## src/rtl/seq_mult_param_if.sv

```systemverilog
`default_nettype none
// +----------------------------------------------------------------------+
// | seq_mult_param_if                                                    |
// | Start/clear/operand request and busy/done/product response bundle.  |
// | Revision: 1.0                                                        |
// +----------------------------------------------------------------------+
interface seq_mult_param_if #(
  parameter int WIDTH = 4
);
  logic               start;
  logic               clear;
  logic [WIDTH-1:0]   a;
  logic [WIDTH-1:0]   b;
  logic               busy;
  logic               done;
  logic [2*WIDTH-1:0] product;

  modport master (
    output start, clear, a, b,
    input  busy, done, product
  );

  modport slave (
    input  start, clear, a, b,
    output busy, done, product
  );
endinterface
`default_nettype wire

```

## src/rtl/seq_mult_param.sv

```systemverilog
`default_nettype none
// +----------------------------------------------------------------------+
// | seq_mult_param                                                       |
// | Repeated-addition sequential multiplier: IDLE/RUN/DONE control FSM.  |
// | Revision: 1.0                                                        |
// +----------------------------------------------------------------------+
module seq_mult_param #(
  parameter int WIDTH    = 4,
  parameter int SWAP_MIN = 1,
  parameter int SIGNED   = 0
) (
  input  wire logic        clk,
  input  wire logic        rst_n,
  seq_mult_param_if.slave  bus
);

  localparam logic [WIDTH-1:0]   c_one_w  = WIDTH'(1);
  localparam logic [2*WIDTH-1:0] c_one_2w = (2*WIDTH)'(1);

  typedef enum logic [1:0] {
    S_IDLE = 2'd0,
    S_RUN  = 2'd1,
    S_DONE = 2'd2
  } state_t;

  state_t             r_state;
  logic [WIDTH-1:0]   r_count;
  logic [2*WIDTH-1:0] r_mcand;
  logic [2*WIDTH-1:0] r_product;
  logic               r_sign;
  logic               r_busy;
  logic               r_done;

  logic [WIDTH-1:0]   w_mag_a;
  logic [WIDTH-1:0]   w_mag_b;
  logic [WIDTH-1:0]   w_cnt_init;
  logic [WIDTH-1:0]   w_mc_init;
  logic               w_sign;

  // |most-negative| = 2^(WIDTH-1) still fits as an unsigned WIDTH-bit value.
  generate
    if (SIGNED != 0) begin : g_signed
      assign w_mag_a = bus.a[WIDTH-1] ? ((~bus.a) + c_one_w) : bus.a;
      assign w_mag_b = bus.b[WIDTH-1] ? ((~bus.b) + c_one_w) : bus.b;
      assign w_sign  = bus.a[WIDTH-1] ^ bus.b[WIDTH-1];
    end else begin : g_unsigned
      assign w_mag_a = bus.a;
      assign w_mag_b = bus.b;
      assign w_sign  = 1'b0;
    end
  endgenerate

  // Iterating over the smaller magnitude bounds the RUN time.
  generate
    if (SWAP_MIN != 0) begin : g_swap
      assign w_cnt_init = (w_mag_a < w_mag_b) ? w_mag_a : w_mag_b;
      assign w_mc_init  = (w_mag_a < w_mag_b) ? w_mag_b : w_mag_a;
    end else begin : g_noswap
      assign w_cnt_init = w_mag_b;
      assign w_mc_init  = w_mag_a;
    end
  endgenerate

  always_ff @(posedge clk) begin
    if (!rst_n) begin
      r_state   <= S_IDLE;
      r_count   <= '0;
      r_mcand   <= '0;
      r_product <= '0;
      r_sign    <= 1'b0;
      r_busy    <= 1'b0;
      r_done    <= 1'b0;
    end else if (bus.clear) begin
      r_state   <= S_IDLE;
      r_product <= '0;
      r_busy    <= 1'b0;
      r_done    <= 1'b0;
    end else begin
      case (r_state)
        S_IDLE: begin
          if (bus.start) begin
            r_count   <= w_cnt_init;
            r_mcand   <= {{WIDTH{1'b0}}, w_mc_init};
            r_sign    <= w_sign;
            r_product <= '0;
            r_state   <= S_RUN;
            r_busy    <= 1'b1;
          end
        end
        S_RUN: begin
          if (r_count != '0) begin
            r_product <= r_product + r_mcand;
            r_count   <= r_count - c_one_w;
          end else begin
            if (r_sign) begin
              r_product <= (~r_product) + c_one_2w;
            end
            r_state <= S_DONE;
            r_busy  <= 1'b0;
            r_done  <= 1'b1;
          end
        end
        S_DONE: begin
          r_state <= S_IDLE;
          r_done  <= 1'b0;
        end
        default: begin
          r_state <= S_IDLE;
          r_busy  <= 1'b0;
          r_done  <= 1'b0;
        end
      endcase
    end
  end

  assign bus.busy    = r_busy;
  assign bus.done    = r_done;
  assign bus.product = r_product;

endmodule
`default_nettype wire

```

## src/flat_wrapper.sv

```systemverilog
// flat-port wrapper written by rule: the top's interface ports become plain ports
module seq_mult_param_flat 
#(
  parameter int WIDTH    = 4,
  parameter int SWAP_MIN = 1,
  parameter int SIGNED   = 0
)
  (clk, rst_n, bus_start, bus_clear, bus_a, bus_b, bus_busy, bus_done, bus_product);
  seq_mult_param_if #(.WIDTH(WIDTH)) bus_i ();
  input  wire logic clk;
  input  wire logic rst_n;
  input wire logic [$bits(bus_i.start)-1:0] bus_start;
  input wire logic [$bits(bus_i.clear)-1:0] bus_clear;
  input wire logic [$bits(bus_i.a)-1:0] bus_a;
  input wire logic [$bits(bus_i.b)-1:0] bus_b;
  output wire logic [$bits(bus_i.busy)-1:0] bus_busy;
  output wire logic [$bits(bus_i.done)-1:0] bus_done;
  output wire logic [$bits(bus_i.product)-1:0] bus_product;
  assign bus_i.start = bus_start;
  assign bus_i.clear = bus_clear;
  assign bus_i.a = bus_a;
  assign bus_i.b = bus_b;
  assign bus_busy = bus_i.busy;
  assign bus_done = bus_i.done;
  assign bus_product = bus_i.product;
  seq_mult_param #(.WIDTH(WIDTH), .SWAP_MIN(SWAP_MIN), .SIGNED(SIGNED)) u_core (.clk(clk), .rst_n(rst_n), .bus(bus_i));
endmodule
```

## config.mk

```make
export PLATFORM = sky130hd
export DESIGN_NAME = seq_mult_param_flat
export DESIGN_NICKNAME = d
export VERILOG_FILES = /design/src/rtl/seq_mult_param_if.sv /design/src/rtl/seq_mult_param.sv /design/src/flat_wrapper.sv
export SDC_FILE = /design/constraint.sdc
export NUM_CORES = 1
export LEC_CHECK = 0
export BUFFER_PORTS_ARGS = -buffer_cell sky130_fd_sc_hd__clkbuf_2
export CORE_ASPECT_RATIO = 1.2
export CORE_MARGIN = 2
export CORE_UTILIZATION = 45
export CTS_BUF_LIST = sky130_fd_sc_hd__clkbuf_8
export CTS_CLUSTER_DIAMETER = 60
export DETAILED_ROUTE_END_ITERATION = 6
export PLACE_DENSITY = 0.69
export SETUP_SLACK_MARGIN = 0.1
export SLEW_MARGIN = 20
export SYNTH_ARGS = -nofsm -noshare
export SYNTH_HDL_FRONTEND = slang
export SYNTH_SLANG_ARGS = --single-unit
```

## constraint.sdc

```tcl
create_clock -name clk -period 1.6 [get_ports clk]
set_input_delay 0.48 -clock clk [delete_from_list [all_inputs] [get_ports clk]]
set_output_delay 0.48 -clock clk [all_outputs]
set_load 0.1 [all_outputs]
```

==> results.yml, run 1 <==
run_status:
  status: "completed"
clocking:
  clock_latency_ns: 0.26
  h-tree-depth: 1
  cts_max_path_buffers: 2
  cts_tree: "done"
  clkTransAtPathRegs_ns: 0.07
  cts_buffers: 3
  cts_hold_buffers: 0
  cts_sinks: 20
  cts_root_buf: "clkbuf_8"
worst_setup_path:
  worstPathMaxFanout: 5
  path_delay_family: "simple AND/OR/NAND/NOR gates"
  path_cells: "inv_2 -> ha_4 -> and4bb_2 -> or3_4 -> o221ai_2 -> a31oi_1"
  cpPeakStageDelay_ns: 0.41
  endpoint_kind: "flip-flop"
  cp.arrival_ns: 1.72
  path_class: "flip-flop to flip-flop"
  reg2reg_depth: 6
  r2r_end: "u_core.r_count[2]$_SDFFE_PN0P_"
  worstSetupStartpointType: "flip-flop"
  r2r_slack_ns: 0.04
  cp.required_ns: 1.75
  cp_num_buf_inv: 1
  cpMaxStageDelayCell: "or3_4"
  r2r_start: "u_core.r_count[1]$_SDFFE_PN0P_"
route:
  vias_per_cell: 5.77
  drc: 0
  firstDrtPassIters: 4
  post_drt_wl_per_cell_um: 16.1
  drt_iter0_markers: 21
  drtAntennaViolNets: 0
  routed_wl_mm: 3.68
  vias: 1321
global_route:
  grt_overflow: 0
  grt_usage_pct: 25.2
  grt_pass1_wl_mm: 5.89
  met1_usage_pct: 26.1
  top_usage_layer: "met2"
  grt_max_degree: 12
  met2_usage_pct: 47.8
  grt_pass1_vias: 1373
  grt_antenna_before_repair: 0
  grtUsageMet3_pct: 3.40
cells_and_area:
  fillers: 177
  finalNonFillerCells: 229
  fin_nets: 220
  diodes: 0
  final_util_pct: 74.8
  drive_above_1_share_pct: 48.5
  area_growth_pct: 56.2
floorplanning:
  dieArea_sq_mm: 0.00318
  initial_core_util_pct: 47.9
  io_pins: 22
  die_w_um: 51.8
  row_count: 20
  core_area_sq_mm: 0.00258
  die_h_um: 61.4
timing:
  finalHoldViolCount: 0
  setup_viol: 0
  maxSlewHeadroom_pct: 76.1
  worst-slew-pin-transition_ns: 0.357
  fin_skew_ns: 0.00140
  rsz0062_at_grt: "yes"
  period_share_pct: 97.7
  finalCriticalPeriod_ns: 1.56
  fmaxAchievable_mhz: 639
  slew_violations: 0
min_path:
  hp-start: "bus_a[0]"
  hold_class: "input port to flip-flop"
  hold_path_depth: 3
  hold_end: "u_core.r_mcand[0]$_SDFFE_PN0P_"
place:
  dp.cells: 210
  place.gp.congestion: 0.900
  io_buffer_count: 21
  dp_hpwl_mm: 2.60
synthesis:
  synth-edff-count: 0
  ys_ff_latch: 20
  syn_nets: 167
  yosysWarnings: 0
  syn_area_sq_mm: 0.00123
  synth_largest_area_cell: "dfxtp_1"
  synthDistinctLibCells: 44
  synth_top_cell_area_share_pct: 32.5
  yosys-top-cells-area: "dfxtp_1 (32%), ha_1 (10%), o21ai_0 (4.1%)"
  postSynthCellCount: 144
  synth.avg_cell_area_sq_um: 8.57
  ys_seq_area_share_pct: 32.5
  synth_flop_cell: "dfxtp_1"
  async_reset_ff_share_pct: 0
pwr:
  power_density_mw_per_mm2: 662
  peakVddDrop_uv: 543
  p_leak_nw: 0.823
job:
  maxCapViolCount: 0
## worst min-delay path: cells and delay by family
family	cells	cell delay, ns
buffers and inverters	1	0.10
AOI/OAI and AO/OA	1	0.07
and+or+nand+nor	1	0.06
## report_power, final
group / internal [W] / leakage [nW] / total, W / switching, W
logic: 0.000158 / 0.624 / 0.000339 / 0.000180
registers: 0.000514 / 0.171 / 0.000539 / 0.0000259
clock network: 0.000220 / 0.0288 / 0.000398 / 0.000178
## cells in the final DEF (no fill, tap or decap), drive strengths merged, types with 5 or more instances in the layout
master,Yosys,routed
nor2,7,7
buf,3,41
nor3,5,5
a21oi,8,8
ha,10,10
dfxtp,20,20
nand3,8,8
o21ai,11,11
clkbuf,1,15
inv,9,9
nand2,8,8
## synth_stat cells (all sizes together), types with 4 or more instances
cell	number
ha	10
o21ai	11
dfxtp	20
nand2	8
a31oi	4
nand3	8
a211o	4
nor2	7
nor3	5
nor2b	4
inv	9
a21oi	8
## final cells by class
cell class,count,area (sq um),share of cell area [%]
Multi-Input combinational cell,111,903,46.9
Timing Repair Buffer,52,463,24.0
Sequential cell,20,430,22.3
Clock buffer,4,55.1,2.86
Tap cell,33,41.3,2.14
Inverter,9,33.8,1.75
## worst max path at each step
stage                                            start                                  to  slack [ns]  cells past startpoint
finish                  u_core.r_count[1]$_SDFFE_PN0P_      u_core.r_count[2]$_SDFFE_PN0P_        0.04                      6
global route            u_core.r_count[1]$_SDFFE_PN0P_      u_core.r_count[2]$_SDFFE_PN0P_       -0.02                      6
CTS                     u_core.r_count[0]$_SDFFE_PN0P_      u_core.r_count[2]$_SDFFE_PN0P_        0.04                      6
detailed placement                            bus_b[1]      u_core.r_count[1]$_SDFFE_PN0P_       -0.10                      7
global placement                              bus_b[1]      u_core.r_count[1]$_SDFFE_PN0P_       -0.07                      7
floorplan           u_core.bus.product[0]$_SDFFE_PP0P_  u_core.bus.product[6]$_SDFFE_PP0P_       -0.02                      6
## logic make-up (layout without fill, tap and decap cells)
| family | Yosys count | after routing | share of synthesized area, % |
|---|---|---|---|
| buf+inv | 13 | 65 | 4.46 |
| flops | 20 | 20 | 32.5 |
| xor+xnor | 1 | 1 | 0.710 |
| compound gates | 50 | 50 | 27.9 |
| simple gates | 49 | 49 | 22.7 |
| fa+ha+maj | 11 | 11 | 11.8 |
## repair_timing
action / 4_1_cts / 5_1_grt
hold endpoints to repair: 0 / 0
cloned: 0 / 0
setup endpoints to repair: 8 / 15
pin swaps: 5 / 11
setup buffers: 11 / 5
resized for setup: 7 / 9
## state kept, by name, summed over array words and instances, names as in the netlist
| signal | count |
|---|---|
| u_core.r_mcand | 4 |
| u_core.r_count | 4 |
| u_core.bus.done | 1 |
| u_core.r_state | 2 |
| u_core.bus.busy | 1 |
| u_core.bus.product | 8 |
## stage by stage
step / setup TNS (ns) / hold slack, ns / instance area, sq um / setup WS (ns) / power (W)
2_1_floorplan: -0.0235 / 0.452 / 1360 / -0.0218 / 0.000737
3_3_place_gp: -0.208 / 0.465 / 1730 / -0.0710 / 0.000835
3_5_place_dp: -0.447 / 0.482 / 1730 / -0.101 / 0.000849
4_1_cts: 0 / 0.498 / 1870 / 0.0391 / 0.00125
5_1_grt: -0.0366 / 0.506 / 1930 / -0.0199 / 0.00133
6_report: 0 / 0.495 / 1930 / 0.0361 / 0.00128
## per-layer routing
layer	wire (um)	up-vias
li1	-	653
met1	1480	625
met2	1970	32
met3	94	11
met4	131	0
met5	0	-
(Power assumes the default switching activity.)
==> run 2, diff against run 1 <==
CTS_CLUSTER_DIAMETER = default   (was 60)
PLACE_DENSITY = 0.67   (was 0.69)
SETUP_SLACK_MARGIN = default   (was 0.1)
clock period = 1.92 ns   (was 1.6 ns; I/O delays follow)
==> results.yml, run 2 (synthesis gave the netlist of run 1 again) <==
clocking:
  ctsResizeCount: 0
  cts_tree: "done"
  cts_buffers: 3
  clock_latency_ns: 0.25
  cts_hold_buffers: 0
  clkTransAtPathRegs_ns: 0.07
  post-cts-setup-buffer-count: 0
  cts_root_buf: "clkbuf_8"
  h-tree-depth: 1
  cts_max_path_buffers: 2
  cts_sinks: 20
worst_setup_path:
  cpMaxStageDelayCell: "or3_1"
  r2r_slack_ns: 0.14
  path_delay_family: "simple AND/OR/NAND/NOR gates"
  path_cells: "inv_1 -> ha_1 -> and4bb_1 -> or3_1 -> o221ai_1 -> a31oi_1"
  cp.arrival_ns: 1.92
  cpPeakStageDelay_ns: 0.43
  path_class: "flip-flop to flip-flop"
  cp.required_ns: 2.06
  r2r_end: "u_core.r_count[2]$_SDFFE_PN0P_"
  endpoint_kind: "flip-flop"
  worstPathMaxFanout: 6
  worstSetupStartpointType: "flip-flop"
  reg2reg_depth: 6
  cp_num_buf_inv: 1
  r2r_start: "u_core.r_count[0]$_SDFFE_PN0P_"
floorplanning:
  core_area_sq_mm: 0.00258
  io_pins: 22
  die_w_um: 51.8
  initial_core_util_pct: 47.9
  die_h_um: 61.4
  row_count: 20
  dieArea_sq_mm: 0.00318
cells_and_area:
  mostFrequentLayoutCells: "clkbuf_2 (21), dfxtp_1 (16), o21ai_0 (10), ha_1 (10), inv_1 (9)"
  fin_nets: 193
  layout.cells.most_common: "clkbuf_2"
  finalNonFillerCells: 201
  diodes: 0
  drive_above_1_share_pct: 21.4
  largest_reg_flops: 8
  fillers: 250
  area_growth_pct: 16.4
timing:
  maxSlewHeadroom_pct: 64.2
  period_share_pct: 92.6
  final.setup.tns_ns: 0
  fmaxAchievable_mhz: 563
  fin_skew_ns: 0.00169
  rsz0062_at_grt: "no"
  finalHoldViolCount: 0
  setup_viol: 0
  finalCriticalPeriod_ns: 1.78
  slew_violations: 0
  worst-slew-pin-transition_ns: 0.539
route:
  vias_per_cell: 5.83
  drtAntennaViolNets: 0
  post_drt_wl_per_cell_um: 14.0
  drc: 0
  routed_wl_mm: 2.82
  drt_iter0_markers: 14
  firstDrtPassIters: 4
  vias: 1172
place:
  dp.cells: 198
  dp_hpwl_mm: 2.24
  io_buffer_count: 21
  place.gp.congestion: 0.914
run_status:
  status: "completed"
pwr:
  peakVddDrop_uv: 333
  total_power_w: 0.000918
  power_density_mw_per_mm2: 639
  p_leak_nw: 0.641
min_path:
  hp-start: "u_core.bus.product[2]$_SDFFE_PP0P_"
  hold_class: "flip-flop to flip-flop"
  hold_end: "u_core.bus.product[2]$_SDFFE_PP0P_"
  hold_path_depth: 2
global_route:
  grt_overflow: 0
  grt_pass1_wl_mm: 4.63
  grt_usage_pct: 19.7
  grtUsageMet3_pct: 2.43
  grt_max_degree: 11
  top_usage_layer: "met2"
  met1_usage_pct: 21.4
  grt_pass1_vias: 1106
  met2_usage_pct: 36.8
  grt_antenna_before_repair: 0
job:
  maxCapViolCount: 0
run 2: changes by cell type in the layout (fill, tap and decap cells not counted), sizes merged:
| cell | previous run | this run |
|---|---|---|
| buf | 41 | 4 |
| clkbuf | 15 | 24 |
run 2: per-stage QoR:
stage,hold slack [ns],instance area [sq um],utilization [%],setup slack [ns]
after floorplan,0.459,1240,-,0.0574
after global placement,0.456,1390,54.1,0.111
after detailed placement,0.463,1390,54.1,0.0386
after CTS,0.473,1440,55.7,0.155
after global routing,0.512,1440,55.7,0.0421
final,0.469,1440,55.7,0.142
run 2: how the worst max path moves through the flow:
stage,end,slack [ns],cells after the start,start
final,u_core.r_count[2]$_SDFFE_PN0P_,0.14,6,u_core.r_count[0]$_SDFFE_PN0P_
after global routing,u_core.bus.product[7]$_SDFFE_PP0P_,0.04,6,u_core.r_count[0]$_SDFFE_PN0P_
after CTS,u_core.r_count[2]$_SDFFE_PN0P_,0.16,6,u_core.r_count[0]$_SDFFE_PN0P_
after detailed placement,u_core.r_count[1]$_SDFFE_PN0P_,0.04,6,bus_b[3]
after global placement,u_core.r_count[1]$_SDFFE_PN0P_,0.11,7,bus_b[1]
after floorplan,u_core.bus.product[6]$_SDFFE_PP0P_,0.06,6,u_core.bus.product[0]$_SDFFE_PP0P_
run 2: area by class of cell:
type	count	area (sq um)	share of cell area (%)
Multi-Input combinational cell	111	779	54.3
Sequential cell	20	405	28.2
Timing Repair Buffer	25	135	9.41
Clock buffer	3	41.3	2.87
Tap cell	33	41.3	2.87
Inverter	9	33.8	2.35
run 2: report_power, final:
group          internal (W)  switching [W]
clock              0.000140       0.000135
sequential         0.000432      0.0000162
combinational     0.0000750       0.000120
total              0.000646       0.000271
run 2: worst register-to-register path: cells and delay by family, from the launching register on:
family / cells / cell delay (ns)
flip-flops: 1 / 0.39
AO/OA/AOI/OAI: 2 / 0.29
AND/OR/NAND/NOR: 2 / 0.67
adder cells (fa/ha/maj): 1 / 0.26
buffers and inverters: 1 / 0.06
run 2: routing by layer:
metal  vias to the layer above  wire length [um]
met2                        36              1500
li1                        591                 -
met4                         0                63
met3                        10                75
met5                         -                 0
met1                       535              1180
==> run 3, diff against run 2 <==
ABC_AREA = 1   (was default)
PLACE_DENSITY = 0.66   (was 0.67)
==> results.yml, run 3 <==
job:
  maxCapViolCount: 0
worst_setup_path:
  cpPeakStageDelay_ns: 0.50
  cpMaxStageDelayCell: "clkbuf_2"
  crit_start: "u_core.bus.product[4]$_SDFFE_PP0P_"
  path_class: "flip-flop to output pin"
  cp.arrival_ns: 1.19
  cp.required_ns: 1.34
  worstPathMaxFanout: 6
  cp_num_buf_inv: 1
  path_cells: "clkbuf_2"
  worstSetupStartpointType: "flip-flop"
  path_delay_family: "buffers and inverters"
  endpoint_kind: "output pin"
  r2r_start: "u_core.bus.product[0]$_SDFFE_PP0P_"
global_route:
  grt_usage_pct: 18.7
  grt_max_degree: 12
  grt_pass1_vias: 1164
  grt_overflow: 0
  grt_pass1_wl_mm: 4.77
  grt_antenna_before_repair: 0
pwr:
  total_power_w: 0.000925
  p_leak_nw: 0.754
  peakVddDrop_uv: 324
  power_density_mw_per_mm2: 628
min_path:
  hold_class: "flip-flop to flip-flop"
  hp-start: "u_core.bus.product[0]$_SDFFE_PP0P_"
timing:
  setup_viol: 0
  rsz0062_at_grt: "no"
  worst-slew-pin-transition_ns: 0.539
  finalCriticalPeriod_ns: 1.77
  period_share_pct: 92.0
  fin_skew_ns: 0.00130
  whs_ns: 0.475
  final.setup.tns_ns: 0
  finalHoldViolCount: 0
  setup_slack_ns: 0.154
  maxSlewHeadroom_pct: 64.2
  slew_violations: 0
  fmaxAchievable_mhz: 566
synthesis:
  ys_seq_area_share_pct: 31.0
  syn_nets: 203
  synth_top_cell_area_share_pct: 31.0
  synth-edff-count: 0
  ys_ff_latch: 20
  synth.avg_cell_area_sq_um: 7.17
  synth_largest_area_cell: "dfxtp_1"
  syn_area_sq_mm: 0.00129
  postSynthCellCount: 180
  yosys-top-cells-area: "dfxtp_1 (31%), ha_1 (9.7%), nand2_1 (9.0%)"
  synth_flop_cell: "dfxtp_1"
  yosysWarnings: 0
  synth_common_cells: "nand2_1 (31), inv_1 (30), a21oi_1 (22)"
  synthDistinctLibCells: 25
  yosysMostFrequentCell: "nand2_1"
  async_reset_ff_share_pct: 0
place:
  post-place-ws_ns: 0.0852
  place.gp.congestion: 0.813
  dp_hpwl_mm: 2.11
  place_area_sq_mm: 0.00143
  io_buffer_count: 21
clocking:
  cts_max_path_buffers: 2
  cts_tree: "done"
  cts_sinks: 20
  clock_latency_ns: 0.25
  cts_buffers: 3
  clkTransAtPathRegs_ns: 0.07
  h-tree-depth: 1
  cts_root_buf: "clkbuf_8"
  cts_hold_buffers: 0
  ctsResizeCount: 0
  post-cts-setup-buffer-count: 0
cells_and_area:
  fin_nets: 228
  mostFrequentLayoutCells: "nand2_1 (31), inv_1 (30), a21oi_1 (22)"
  area_growth_pct: 14.2
  largest_reg_flops: 8
  diodes: 0
  stdcell_area_sq_mm: 0.00147
  layout.cells.most_common: "nand2_1"
  drive_above_1_share_pct: 21.2
route:
  dr_wl_met2_mm: 1.35
  drc: 0
  vias_per_cell: 4.94
  firstDrtPassIters: 4
  met3_wirelength_um: 94
  post_drt_wl_per_cell_um: 11.1
  topRoutingLayerUsed: "met4"
  drt_iter0_markers: 24
  drtAntennaViolNets: 0
  routed_wl_mm: 2.64
  wl_met1_mm: 1.11
  vias: 1170
floorplanning:
  initial_core_util_pct: 46.8
  dieArea_sq_mm: 0.00331
  die_w_um: 52.9
  row_count: 21
  core_area_sq_mm: 0.00276
  io_pins: 22
  die_h_um: 62.7
run_status:
  status: "completed"
## run 3: cell types whose count changed in the layout (fill, tap and decap cells not counted), sizes merged, moves of 4 or more
| cell | delta |
|---|---|
| a211o | -4 |
| a21oi | +14 |
| a31oi | -4 |
| buf | -4 |
| inv | +27 |
| nand2 | +27 |
| nand3 | +11 |
| nor2 | +11 |
| nor2b | -4 |
| nor3 | -4 |
| o21ai | -4 |
## run 3: power by group
part | internal, W | total, W | switching, W
sequential | 0.000433 | 0.000444 | 0.0000116
combinational | 0.0000693 | 0.000209 | 0.000140
clock | 0.000139 | 0.000271 | 0.000132
## run 3: layout make-up
cell class / instances / area (sq um)
clock buffers: 3 / 41.3
repair buffers: 21 / 105
well taps: 34 / 42.5
flip-flops and latches: 20 / 405
fillers: 303 / 1290
multi-input cells: 123 / 743
inverters: 36 / 135
## run 3: final timing paths
check                                       endpoint  slack (ns)  cells after the start
setup / recovery                      bus_product[4]        0.15                      1
hold reg to reg   u_core.bus.product[0]$_SDFFE_PP0P_        0.47                      2
hold / removal    u_core.bus.product[0]$_SDFFE_PP0P_        0.47                      2
setup reg to reg  u_core.bus.product[6]$_SDFFE_PP0P_        0.36                      9
## run 3: per-stage QoR
stage | util [%] | instances
final | 53.4 | 237
after global routing | 53.4 | 237
after CTS | 53.4 | 237
after detailed placement | 51.9 | 234
after global placement | 51.9 | 234
after floorplan | - | 180
## run 3: metal layers
metal | track usage (%) | vias up
met5 | 0 | -
met4 | 9.29 | 0
met3 | 2.39 | 8
met2 | 32.5 | 25
met1 | 21.6 | 512
li1 | - | 625
## run 3: cells by family (layout without fill, tap and decap cells)
family	after synthesis	in the layout	share of synthesized area (%)
buffers and inverters	37	60	11.3
adders and majority gates	11	11	11.3
xor gates and xnor gates	2	2	1.36
DFF	20	20	31.0
and+or+nand+nor	78	78	32.1
AOI/OAI and AO/OA	32	32	12.9
